File: config.mk
export PLATFORM = sky130hd
export DESIGN_NAME = ring_router_bidir
export DESIGN_NICKNAME = d
export VERILOG_FILES = /design/src/rtl/ring_router_bidir.sv
export SDC_FILE = /design/constraint.sdc
export NUM_CORES = 1
export LEC_CHECK = 0
export BUFFER_PORTS_ARGS = -buffer_cell sky130_fd_sc_hd__buf_2
export CORE_MARGIN = 2
export CORE_UTILIZATION = 59
export DETAILED_ROUTE_END_ITERATION = 10
export HOLD_SLACK_MARGIN = 0.08
export PLACE_DENSITY_LB_ADDON = 0.2
export SLEW_MARGIN = 30
export SYNTH_ARGS = -nofsm -noshare
export SYNTH_HDL_FRONTEND = slang
export SYNTH_SLANG_ARGS = --single-unit
File: constraint.sdc
create_clock -name clk -period 5.6 [get_ports clk]
set_clock_uncertainty 0.15 [all_clocks]
set_input_delay 0.84 -clock clk [delete_from_list [all_inputs] [get_ports clk]]
set_output_delay 0.84 -clock clk [all_outputs]
set_load 0.02 [all_outputs]
File: src/rtl/ring_router_bidir.sv
// Bidirectional ring stop: CW/CCW link ports plus a local PE port, per-input FIFOs, registered outputs.
// Define RING_ROUTER_STATS_EN to add the stat_eject/stat_stall counters.
module ring_router_bidir #(
    parameter int DATA_W  = 64,
    parameter int DEPTH   = 2,
    parameter int HOP_LSB = 48,
    parameter int HOP_W   = 8
) (
    input  logic              clk,
    input  logic              reset,
`ifdef RING_ROUTER_STATS_EN
    output logic [15:0]       stat_eject,
    output logic [15:0]       stat_stall,
`endif
    input  logic              cwsi,
    output logic              cwri,
    input  logic [DATA_W-1:0] cwdi,
    output logic              cwso,
    input  logic              cwro,
    output logic [DATA_W-1:0] cwdo,
    input  logic              ccwsi,
    output logic              ccwri,
    input  logic [DATA_W-1:0] ccwdi,
    output logic              ccwso,
    input  logic              ccwro,
    output logic [DATA_W-1:0] ccwdo,
    input  logic              pesi,
    output logic              peri,
    input  logic [DATA_W-1:0] pedi,
    output logic              peso,
    input  logic              pero,
    output logic [DATA_W-1:0] pedo
);
    localparam int AW = $clog2(DEPTH);

    // index 0 = CW, 1 = CCW, 2 = PE for both the input FIFOs and the output registers
    logic [DATA_W-1:0] mem_q [3][DEPTH];
    logic [DATA_W-1:0] mem_d [3][DEPTH];
    logic [AW-1:0]     wr_ptr_q [3];
    logic [AW-1:0]     wr_ptr_d [3];
    logic [AW-1:0]     rd_ptr_q [3];
    logic [AW-1:0]     rd_ptr_d [3];
    logic [AW:0]       cnt_q [3];
    logic [AW:0]       cnt_d [3];

    logic [2:0]        out_v_q, out_v_d;
    logic [DATA_W-1:0] out_dat_q [3];
    logic [DATA_W-1:0] out_dat_d [3];
    logic [1:0]        link_prio_q, link_prio_d;   // 1 = PE inject wins a tie on that link
    logic [1:0]        pe_ptr_q, pe_ptr_d;

    logic [2:0]        in_v, out_rdy, full, push, pop, head_v, ld, pe_req;
    logic [DATA_W-1:0] in_dat [3];
    logic [DATA_W-1:0] head [3];
    logic [1:0]        fwd, pe_inj;
    logic              found;
    int                idx;

    function automatic logic [DATA_W-1:0] dec_hop(input logic [DATA_W-1:0] f);
        logic [DATA_W-1:0] r;
        r = f;
        if (f[HOP_LSB +: HOP_W] != '0)
            r[HOP_LSB +: HOP_W] = f[HOP_LSB +: HOP_W] - HOP_W'(1);
        return r;
    endfunction

    always_comb begin
        in_v      = {pesi, ccwsi, cwsi};
        out_rdy   = {pero, ccwro, cwro};
        in_dat[0] = cwdi;
        in_dat[1] = ccwdi;
        in_dat[2] = pedi;
        for (int i = 0; i < 3; i++) begin
            full[i]   = (cnt_q[i] == (AW+1)'(DEPTH));
            head_v[i] = (cnt_q[i] != '0);
            push[i]   = in_v[i] && !full[i];
            ld[i]     = !out_v_q[i] || out_rdy[i];
        end
        head[0] = dec_hop(mem_q[0][rd_ptr_q[0]]);
        head[1] = dec_hop(mem_q[1][rd_ptr_q[1]]);
        head[2] = mem_q[2][rd_ptr_q[2]];

        for (int l = 0; l < 2; l++) begin
            fwd[l] = head_v[l] && (head[l][HOP_LSB +: HOP_W] != '0);
        end
        pe_req[0] = head_v[0] && !fwd[0];
        pe_req[1] = head_v[1] && !fwd[1];
        pe_req[2] = head_v[2] && (head[2][HOP_LSB +: HOP_W] == '0);
        pe_inj[0] = head_v[2] && !pe_req[2] && !head[2][DATA_W-2];
        pe_inj[1] = head_v[2] && !pe_req[2] &&  head[2][DATA_W-2];

        pop         = '0;
        out_v_d     = out_v_q;
        out_dat_d   = out_dat_q;
        link_prio_d = link_prio_q;
        pe_ptr_d    = pe_ptr_q;
        found       = 1'b0;
        idx         = 0;

        for (int l = 0; l < 2; l++) begin
            if (ld[l]) begin
                out_v_d[l] = 1'b0;
                if (fwd[l] && (!pe_inj[l] || !link_prio_q[l])) begin
                    out_v_d[l]     = 1'b1;
                    out_dat_d[l]   = head[l];
                    pop[l]         = 1'b1;
                    link_prio_d[l] = 1'b1;
                end else if (pe_inj[l]) begin
                    out_v_d[l]     = 1'b1;
                    out_dat_d[l]   = head[2];
                    pop[2]         = 1'b1;
                    link_prio_d[l] = 1'b0;
                end
            end
        end

        if (ld[2]) begin
            out_v_d[2] = 1'b0;
            for (int j = 0; j < 3; j++) begin
                idx = int'(pe_ptr_q) + j;
                if (idx > 2) idx = idx - 3;
                if (!found && pe_req[idx[1:0]]) begin
                    found          = 1'b1;
                    out_v_d[2]     = 1'b1;
                    out_dat_d[2]   = head[idx[1:0]];
                    pop[idx[1:0]]  = 1'b1;
                    pe_ptr_d       = (idx == 2) ? 2'd0 : 2'(idx + 1);
                end
            end
        end

        mem_d = mem_q;
        for (int i = 0; i < 3; i++) begin
            if (push[i]) mem_d[i][wr_ptr_q[i]] = in_dat[i];
            wr_ptr_d[i] = wr_ptr_q[i] + AW'(push[i]);
            rd_ptr_d[i] = rd_ptr_q[i] + AW'(pop[i]);
            cnt_d[i]    = cnt_q[i] + (AW+1)'(push[i]) - (AW+1)'(pop[i]);
        end
    end

    always_ff @(posedge clk or negedge reset) begin
        if (!reset) begin
            for (int i = 0; i < 3; i++) begin
                for (int k = 0; k < DEPTH; k++) mem_q[i][k] <= '0;
                wr_ptr_q[i]  <= '0;
                rd_ptr_q[i]  <= '0;
                cnt_q[i]     <= '0;
                out_dat_q[i] <= '0;
            end
            out_v_q     <= '0;
            link_prio_q <= '0;
            pe_ptr_q    <= '0;
        end else begin
            mem_q       <= mem_d;
            wr_ptr_q    <= wr_ptr_d;
            rd_ptr_q    <= rd_ptr_d;
            cnt_q       <= cnt_d;
            out_dat_q   <= out_dat_d;
            out_v_q     <= out_v_d;
            link_prio_q <= link_prio_d;
            pe_ptr_q    <= pe_ptr_d;
        end
    end

    assign cwri  = !full[0];
    assign ccwri = !full[1];
    assign peri  = !full[2];
    assign cwso  = out_v_q[0];
    assign ccwso = out_v_q[1];
    assign peso  = out_v_q[2];
    assign cwdo  = out_dat_q[0];
    assign ccwdo = out_dat_q[1];
    assign pedo  = out_dat_q[2];

`ifdef RING_ROUTER_STATS_EN
    logic [15:0] eject_q, eject_d, stall_q, stall_d;

    always_comb begin
        eject_d = eject_q;
        stall_d = stall_q;
        if (out_v_q[2] && pero && (eject_q != 16'hFFFF)) eject_d = eject_q + 16'd1;
        if (|(out_v_q & ~out_rdy) && (stall_q != 16'hFFFF)) stall_d = stall_q + 16'd1;
    end

    always_ff @(posedge clk or negedge reset) begin
        if (!reset) begin
            eject_q <= '0;
            stall_q <= '0;
        end else begin
            eject_q <= eject_d;
            stall_q <= stall_d;
        end
    end

    assign stat_eject = eject_q;
    assign stat_stall = stall_q;
`endif
endmodule

=== Word-level counts from Yosys, hierarchy flattened ===
Index checks and enable logic that the tools add are counted.

* Flip-flop bits (word level): 595
* Bits of input ports: 200
* Word-level logic and storage cells: 229

* Equality and inequality tests: 6
* $lt $le $gt $ge: 21
* Bitwise gates (word level): 12
* Reduce and logical (&&, ||, !) cells: 56
* Add/sub/neg operators: 22
* Multiplexer cells: 88

{| class="wikitable"
|+ Operators by type and width
! cell !! count
|-
| 64-bit two-way mux || 25
|-
| 64-bit binary-select mux with 2-bit select || 3
|-
| 128-bit bitwise mux || 3
|-
| 64-bit demux with 1-bit select || 3
|-
| 32-bit two-way mux || 6
|-
| 32-bit by 3-bit == test with 1-bit output (second input constant) || 3
|-
| 8-bit nonzero test || 4
|-
| 1-bit two-way mux || 27
|-
| 1-bit logical AND || 21
|-
| 3-bit two-way mux || 6
|-
| 1-bit logical NOT || 16
|-
| 8-bit two-way mux || 2
|-
| 8-bit by 1-bit subtractor with 8-bit output (second input constant) || 2
|-
| 2-bit two-way mux || 7
|-
| 2-bit >= comparator (second input constant) || 6
|-
| 1-bit NOT with 2-bit output || 6
|-
| 2-bit nonzero test || 5
|-
| 3-bit >= comparator (second input constant) || 3
|-
| 2-bit by 3-bit < comparator with 1-bit output (second input constant) || 3
|-
| 2-bit NOT with 3-bit output || 3
|-
| 3-bit OR || 3
|-
| 8-bit logical NOT || 1
|-
| 3-bit by 2-bit subtractor with 4-bit output (second input constant) || 2
|-
| 1-bit adder || 6
|-
| 16 further kinds || 39
|}

=== Depth between registers and ports, before layout ===
Gate-level depths: netlist of the first run.

* Word-level depth: 27
* Gate-level depth with buffers: 20
* Depth with buffers taken out: 16

=== Worst setup path before layout of the first run ===
OpenSTA, ideal clock, no wires.

* Path kind: register to register
* Start point: register rd_ptr_q[2] (netlist name)
* End point: register cnt_q[3] (netlist name)
* Stages on the path, launching flop included: 20
* Setup slack: 1228 ps
* Arrival time: 4100 ps
* Buffers on the path: 5
* Cell sequence: dfrtp_1 > buf_4 > buf_2 > mux2i_1 > ha_1 > o21ai_1 > o21ai_0 > a2111oi_2 > nand4b_1 > o211a_1 > buf_2 > clkbuf_1 > clkbuf_1 > o31ai_1 > nand2_1 > ha_1 > inv_1 > ha_1 > xnor2_1 > xnor2_1

{| class="wikitable"
|+ RTL lines
! item !! line !! RTL
|-
| start: declaration || 41 || <nowiki>logic [AW-1:0] rd_ptr_q [3];</nowiki>
|-
| start signal: assignment || 156 || <nowiki>rd_ptr_q <= rd_ptr_d;</nowiki>
|-
| end signal: assignment || 157 || <nowiki>cnt_q <= cnt_d;</nowiki>
|-
| end: declaration || 43 || <nowiki>logic [AW:0] cnt_q [3];</nowiki>
|}

==> results of run 1 <==
[layout make-up]
class / count / share of cell area (%)
Sequential cell: 595 / 41.08
Clock inverter: 34 / 1.376
Tap cell: 688 / 2.373
Timing Repair Buffer: 443 / 6.986
Antenna cell: 4 / 0.02760
Multi-Input combinational cell: 2153 / 41.96
Clock buffer: 81 / 4.836
Inverter: 131 / 1.356
[state kept, by name (all words and copies together) (netlist names)]
| name | count |
|---|---|
| ccwdo | 64 |
| cnt_q | 6 |
| cwdo | 64 |
| link_prio_q | 2 |
| mem_q | 384 |
| out_v_q | 3 |
| pe_ptr_q | 2 |
| pedo | 64 |
| rd_ptr_q | 3 |
| wr_ptr_q | 3 |
[report_power, final]
group / switching, mW / leakage [nW] / internal [mW] / total (mW)
sequential: 1.39 / 7.13 / 6.50 / 7.90
combinational: 8.48 / 7.89 / 5.79 / 14.3
clock: 1.81 / 1.09 / 2.75 / 4.56
[path summary, 6_finish.rpt]
path                             startpoint         end  slack [ns]  cells after the start
min in group asynchronous             reset   ccwdo[55]        0.51                      2
max in group asynchronous             reset  mem_q[227]        3.32                      4
worst max-delay path            rd_ptr_q[2]    cnt_q[5]        0.50                     15
worst min-delay path               pedi[31]   mem_q[95]        0.29                      2
worst max register to register  rd_ptr_q[2]    cnt_q[5]        0.50                     15
worst min register to register    ccwdo[51]   ccwdo[51]        0.33                      2
[routing by layer]
metal  wire, um  part of all wire [%]  up-vias  track usage (%)
met2      47150                    48     1330            57.56
met5         70                 0.071        -                0
met1      38500                    39    13020            44.98
met4       4754                   4.8       10            17.92
met3       8375                   8.5      332            6.819
li1           -                     -    11500                -
[synth_stat cells (all sizes together), types with 8 or more instances]
| master | n |
|---|---|
| dfrtp | 595 |
| mux2 | 505 |
| a21oi | 346 |
| o21ai | 304 |
| nand2 | 259 |
| nor2 | 203 |
| clkbuf | 199 |
| mux2i | 135 |
| inv | 131 |
| a31oi | 63 |
| and2 | 58 |
| o22a | 58 |
| or3 | 54 |
| buf | 43 |
| ha | 18 |
| nor3 | 15 |
| nor2b | 12 |
| nand2b | 10 |
| nand3 | 9 |
| xnor2 | 9 |
| a211oi | 8 |
[cell usage in the layout (no fill, tap or decap), drive strengths merged, types with 54 or more instances in the layout]
| cell | synthesis | layout |
|---|---|---|
| or3 | 54 | 54 |
| a21oi | 346 | 346 |
| buf | 43 | 442 |
| and2 | 58 | 58 |
| clkbuf | 199 | 81 |
| nand2 | 259 | 259 |
| dfrtp | 595 | 595 |
| inv | 131 | 133 |
| o21ai | 304 | 304 |
| o22a | 58 | 58 |
| nor2 | 203 | 203 |
| mux2 | 505 | 505 |
| mux2i | 135 | 135 |
| a31oi | 63 | 63 |
[per-stage QoR]
| step | area [um^2] | setup WS [ns] | power, mW | cells |
|---|---|---|---|---|
| 6_report | 36270 | 0.5007 | 26.74 | 4129 |
| 5_1_grt | 36270 | 0.1708 | 28.36 | 4129 |
| 4_1_cts | 36200 | 0.4005 | 26.55 | 4123 |
| 3_5_place_dp | 33950 | 0.4252 | 21.88 | 4008 |
| 3_3_place_gp | 33820 | 0.5556 | 21.12 | 4002 |
| 2_1_floorplan | 31350 | 1.228 | 17.51 | 3121 |
[logic make-up (layout without fill, tap and decap cells)]
kind of cell	count (synthesis)	in the layout	synth area share (%)
compound gates	828	828	14.84
xor+xnor	12	12	0.3353
fa+ha+maj	19	19	0.7544
buf+inv	373	689	4.706
flops	595	595	47.50
mux	640	640	22.45
other cells	0	4	0
simple gates	654	654	9.408
[timing repair]
item,4_1_cts,5_1_grt
setup endpoints to repair,0,1
hold endpoints to repair,0,30
hold buffers,0,1
resized for setup,0,1
[critical path, stage by stage, from the launching register on]
cell	delay, ns
dfrtp_4	0.57
buf_4	0.43
nor3_1	0.12
o22ai_1	0.40
o21ai_0	0.27
a2111oi_4	0.54
nand4b_1	0.40
o211ai_1	0.46
a21boi_0	0.24
o31a_1	0.35
or2_2	0.27
ha_1	0.28
inv_1	0.04
ha_1	0.18
xnor2_1	0.16
xnor2_1	0.14
==> impl_results.md, run 1 <==
* #FFs+latches synth at 595
* Die X at 234.5 um
* Post-synth EDFFs at 0
* Worst-Margin Slew at 0.9526 ns
* Crit Path Category: reg2reg
* Drt first pass iters at 8
* Synth Area per Inst at 10.04 um^2
* RSZ-0062 raised after global routing: no
* Area leader, netlist: dfrtp_1
* Synth Flop Type: dfrtp_1
* Post-CTS Setup Bufs at 0
* Grt total ovfl at 0
* Final #Nets at 3603
* Critical Path Source Type: register
* Drc violations at 0
* Ratio of cells with drive above 1 in the final layout at 31.74%
* Leak Pwr at 16.12 nW
* Worst Path Required at 6.01 ns
* Worst Path Arrival at 5.51 ns
* Setup_tns at 0 ns
* Vias at 26190
* P per Cell Area at 737.2 nW/um^2
* Synth top area cells: dfrtp_1 (48%), mux2_2 (18%), a21oi_1 (5.5%)
* DPL Wire Length at 62250 um
* Worst vdd ir at 0.0004799 V
* Hold WC Path Type: in2reg
* Vias per cell at 6.343
* Max_cap viols at 0
* Outcome: finished, final reports clean
* Die area at 54990 um^2
* DRT antenna net count at 0
* Clock sinks at 595
* Rel. slew slack at 36.50%
* CORE AREA at 52550 um^2
* Num rows at 84
* Maximum clock rate at 196.1 MHz
* P&R area growth vs syn at 15.71%
* Routed WL at 98850 um
* Post-layout util at 69.02%
* Filler instances at 4017
* Clk_lat worst skew at 0.64 ns
* RD Place Congestion at 0.8790
* Per-cell routed wire length at 23.94 um
* Starting Density at 59.65%
* CTS max path bufs at 3
* Synth top area share at 47.50%
* Worst-path clk slew at 0.07 ns
* Asr flop ratio synth at 100.0%
* Port buffer count at 397
* Post-Synthesis Cells at 3121
* IO Pins at 398
* First-pass GRT wire length at 149100 um
* Final worst path period share at 91.06%
* CP Capture Type: register
* Total GRT Usage at 35.28%
* Min Tclk post-route at 5.099 ns
* H-tree Lvls at 2
* Register area share after synthesis at 47.50%
* Library cells used by synthesis at 68
* Pin count of the biggest net entering global routing at 118
* Initial DRC count at 2211
* Fin. Hold Viols at 0
* CTS buffer count at 61
* Final setup fails at 0
* Multi-input gate area at 15220 um^2
* Syn Nets at 3339
* Root Driver: clkbuf_16
* Fin. max-slew vios at 0
* CTS tree: yes
* Hold_ws at 0.2899 ns
* Worst Path Max Fanout at 23
* Number of global-route vias before repair at 26430
* FF/Latch Area at 14900 um^2
* Synth warnings at 0
* Die H at 234.5 um
* Initial antenna violation count at 9
* Mapped cell area at 31350 um^2
(Power assumes the default switching activity.)
==> inputs of run 2 (changes only) <==
--- a/config.mk
+++ b/config.mk
@@ -6,6 +6,7 @@
 export NUM_CORES = 1
 export LEC_CHECK = 0
 export BUFFER_PORTS_ARGS = -buffer_cell sky130_fd_sc_hd__buf_2
+export CORE_ASPECT_RATIO = 0.8
 export CORE_MARGIN = 2
 export CORE_UTILIZATION = 59
 export DETAILED_ROUTE_END_ITERATION = 10
==> impl_results.md, run 2 (synthesis gave the netlist of run 1 again) <==
* Area post-placement at 33950 um^2 (about the same)
* Initial DRC count at 2734 (+24%)
* Number of global-route vias before repair at 26750 (+1.2%)
* Filler instances at 3992 (-0.62%)
* Worst-path clk slew at 0.07 ns (about the same)
* Per-cell routed wire length at 24.11 um (+0.71%)
* Max_cap viols at 0 (unchanged)
* Hold WC Path Type: in2async
* Clk_lat worst skew at 0.65 ns (about the same)
* Final #Nets at 3603 (unchanged)
* P per Cell Area at 734.1 nW/um^2 (-0.41%)
* Vias per cell at 6.316 (-0.42%)
* Fin. Hold Viols at 0 (unchanged)
* Drt first pass iters at 8 (unchanged)
* Outcome: finished, final reports clean
* DPL Wire Length at 64080 um (+2.9%)
* Ratio of cells with drive above 1 in the final layout at 31.59% (-0.15 points)
* P&R area growth vs syn at 14.71%
* Die X at 261.7 um (+12%)
* Worst Path Arrival at 5.49 ns (-0.02 ns)
* Final worst path period share at 91.04% (about the same)
* Min Tclk post-route at 5.098 ns (-0.001020 ns)
* Commonest non-fill, non-tap cells in the layout: dfrtp_1 (592), mux2_2 (504), buf_2 (396)
* Worst vdd ir at 0.0004723 V (-1.6%)
* CTS buffer count at 58 (-4.9%)
* H-tree Lvls at 2 (unchanged)
* Fin area at 35960 um^2 (-0.87%)
* CORE AREA at 52460 um^2 (-0.18%)
* Critical Path Source Type: register
* Worst Path Max Fanout at 18 (-22%)
* Clock sinks at 595 (unchanged)
* Starting Density at 59.75% (+0.11 points)
* CP Capture Type: register
* Root Driver: clkbuf_16
* Worst-Margin Slew at 1.041 ns (+0.08856 ns)
* Die area at 55000 um^2 (about the same)
* Worst R2R Path Depth at 16 (+1)
* CTS max path bufs at 3 (unchanged)
* Total GRT Usage at 35.71% (+0.43 points)
* Post-CTS Setup Bufs at 0 (unchanged)
* Fin. max-slew vios at 0 (unchanged)
* Num rows at 75 (-11%)
* # resized after CTS at 0 (unchanged)
* Drc violations at 0 (unchanged)
* Leak Pwr at 15.99 nW (-0.79%)
* IO Pins at 398 (unchanged)
* Maximum clock rate at 196.1 MHz (about the same)
* Max reg flops at 384 (unchanged)
* Die H at 210.2 um (-10%)
* Routed WL at 99600 um (+0.76%)
* Worst Path Required at 5.99 ns (-0.02 ns)
* RD Place Congestion at 0.9176 (+4.4%)
* Port buffer count at 397 (unchanged)
* Final setup fails at 0 (unchanged)
* Rel. slew slack at 30.59% (-5.9 points)
* First-pass GRT wire length at 151800 um (+1.8%)
* Vias at 26090 (-0.37%)
* Most common cell after layout, fill and taps aside: dfrtp_1
* Setup_tns at 0 ns (unchanged)
* Reg with most FFs: mem_q
* CTS Hold Bufs at 0 (unchanged)
* RSZ-0062 raised after global routing: no
* Grt total ovfl at 0 (unchanged)
* CTS tree: yes
* Initial antenna violation count at 9 (unchanged)
* Post-layout util at 68.54% (-0.48 points)
* Pin count of the biggest net entering global routing at 125 (+5.9%)
* DRT antenna net count at 0 (unchanged)
* Crit Path Category: reg2reg
-- run 2: cell types whose count changed in the layout (fill, tap and decap cells not counted), moves of 3 or more --
cell / delta
buf_4: +7
bufinv_16: -6
clkbuf_16: -5
clkinvlp_4: -3
diode_2: +3
-- run 2: final timing paths --
path | from | to | slack, ns
min in group clk | pedi[13] | mem_q[77] | 0.29
min | reset | mem_q[167] | 0.11
min reg2reg | ccwdo[29] | ccwdo[29] | 0.33
max in group asynchronous | reset | rd_ptr_q[0] | 3.86
max | rd_ptr_q[2] | cnt_q[5] | 0.50
max reg2reg | rd_ptr_q[2] | cnt_q[5] | 0.50
-- run 2: critical path: stages, from the launching register on --
cell	delay, ns
dfrtp_4	0.58
mux2i_1	0.25
ha_1	0.29
o21ai_1	0.28
o21ai_0	0.28
a2111oi_2	0.42
buf_4	0.21
nand4b_1	0.38
o211ai_1	0.49
a21boi_0	0.25
o31a_1	0.35
or2_2	0.28
ha_1	0.28
inv_1	0.04
ha_1	0.18
xnor2_1	0.18
xnor2_1	0.14
-- run 2: cell type report --
class | count | area [um^2] | share of cell area, %
Tap cell | 693 | 867.1 | 2.412
Inverter | 131 | 491.7 | 1.368
Clock inverter | 26 | 312.8 | 0.8700
Sequential cell | 595 | 14900 | 41.44
Antenna cell | 7 | 17.52 | 0.04872
Timing Repair Buffer | 446 | 2501 | 6.956
Multi-Input combinational cell | 2153 | 15200 | 42.28
Clock buffer | 80 | 1664 | 4.628
-- run 2: routing by layer --
layer / track usage (%) / share of wire [%]
met1: 48.62 / 41
met2: 56.03 / 46
met3: 6.662 / 9.2
met4: 15.73 / 4.0
met5: 0 / 0
-- run 2: per-stage QoR --
stage                     hold WS [ns]  std cells  setup slack (ns)  total power [mW]
after floorplan                 0.2960       3121             1.228             17.51
after global placement          0.3080       4015            0.8642             21.18
after detailed placement        0.3166       4018            0.6624             21.97
after CTS                       0.1066       4124            0.6466             26.17
after global routing            0.1505       4130            0.3344             27.98
final                           0.1128       4131            0.5018             26.40
-- run 2: report_power, final --
| group | internal (mW) | switching, mW | total [mW] | leakage, nW |
|---|---|---|---|---|
| Clock | 2.35 | 1.76 | 4.12 | 0.971 |
| Sequential | 6.50 | 1.38 | 7.88 | 7.13 |
| Combinational | 5.79 | 8.61 | 14.4 | 7.88 |
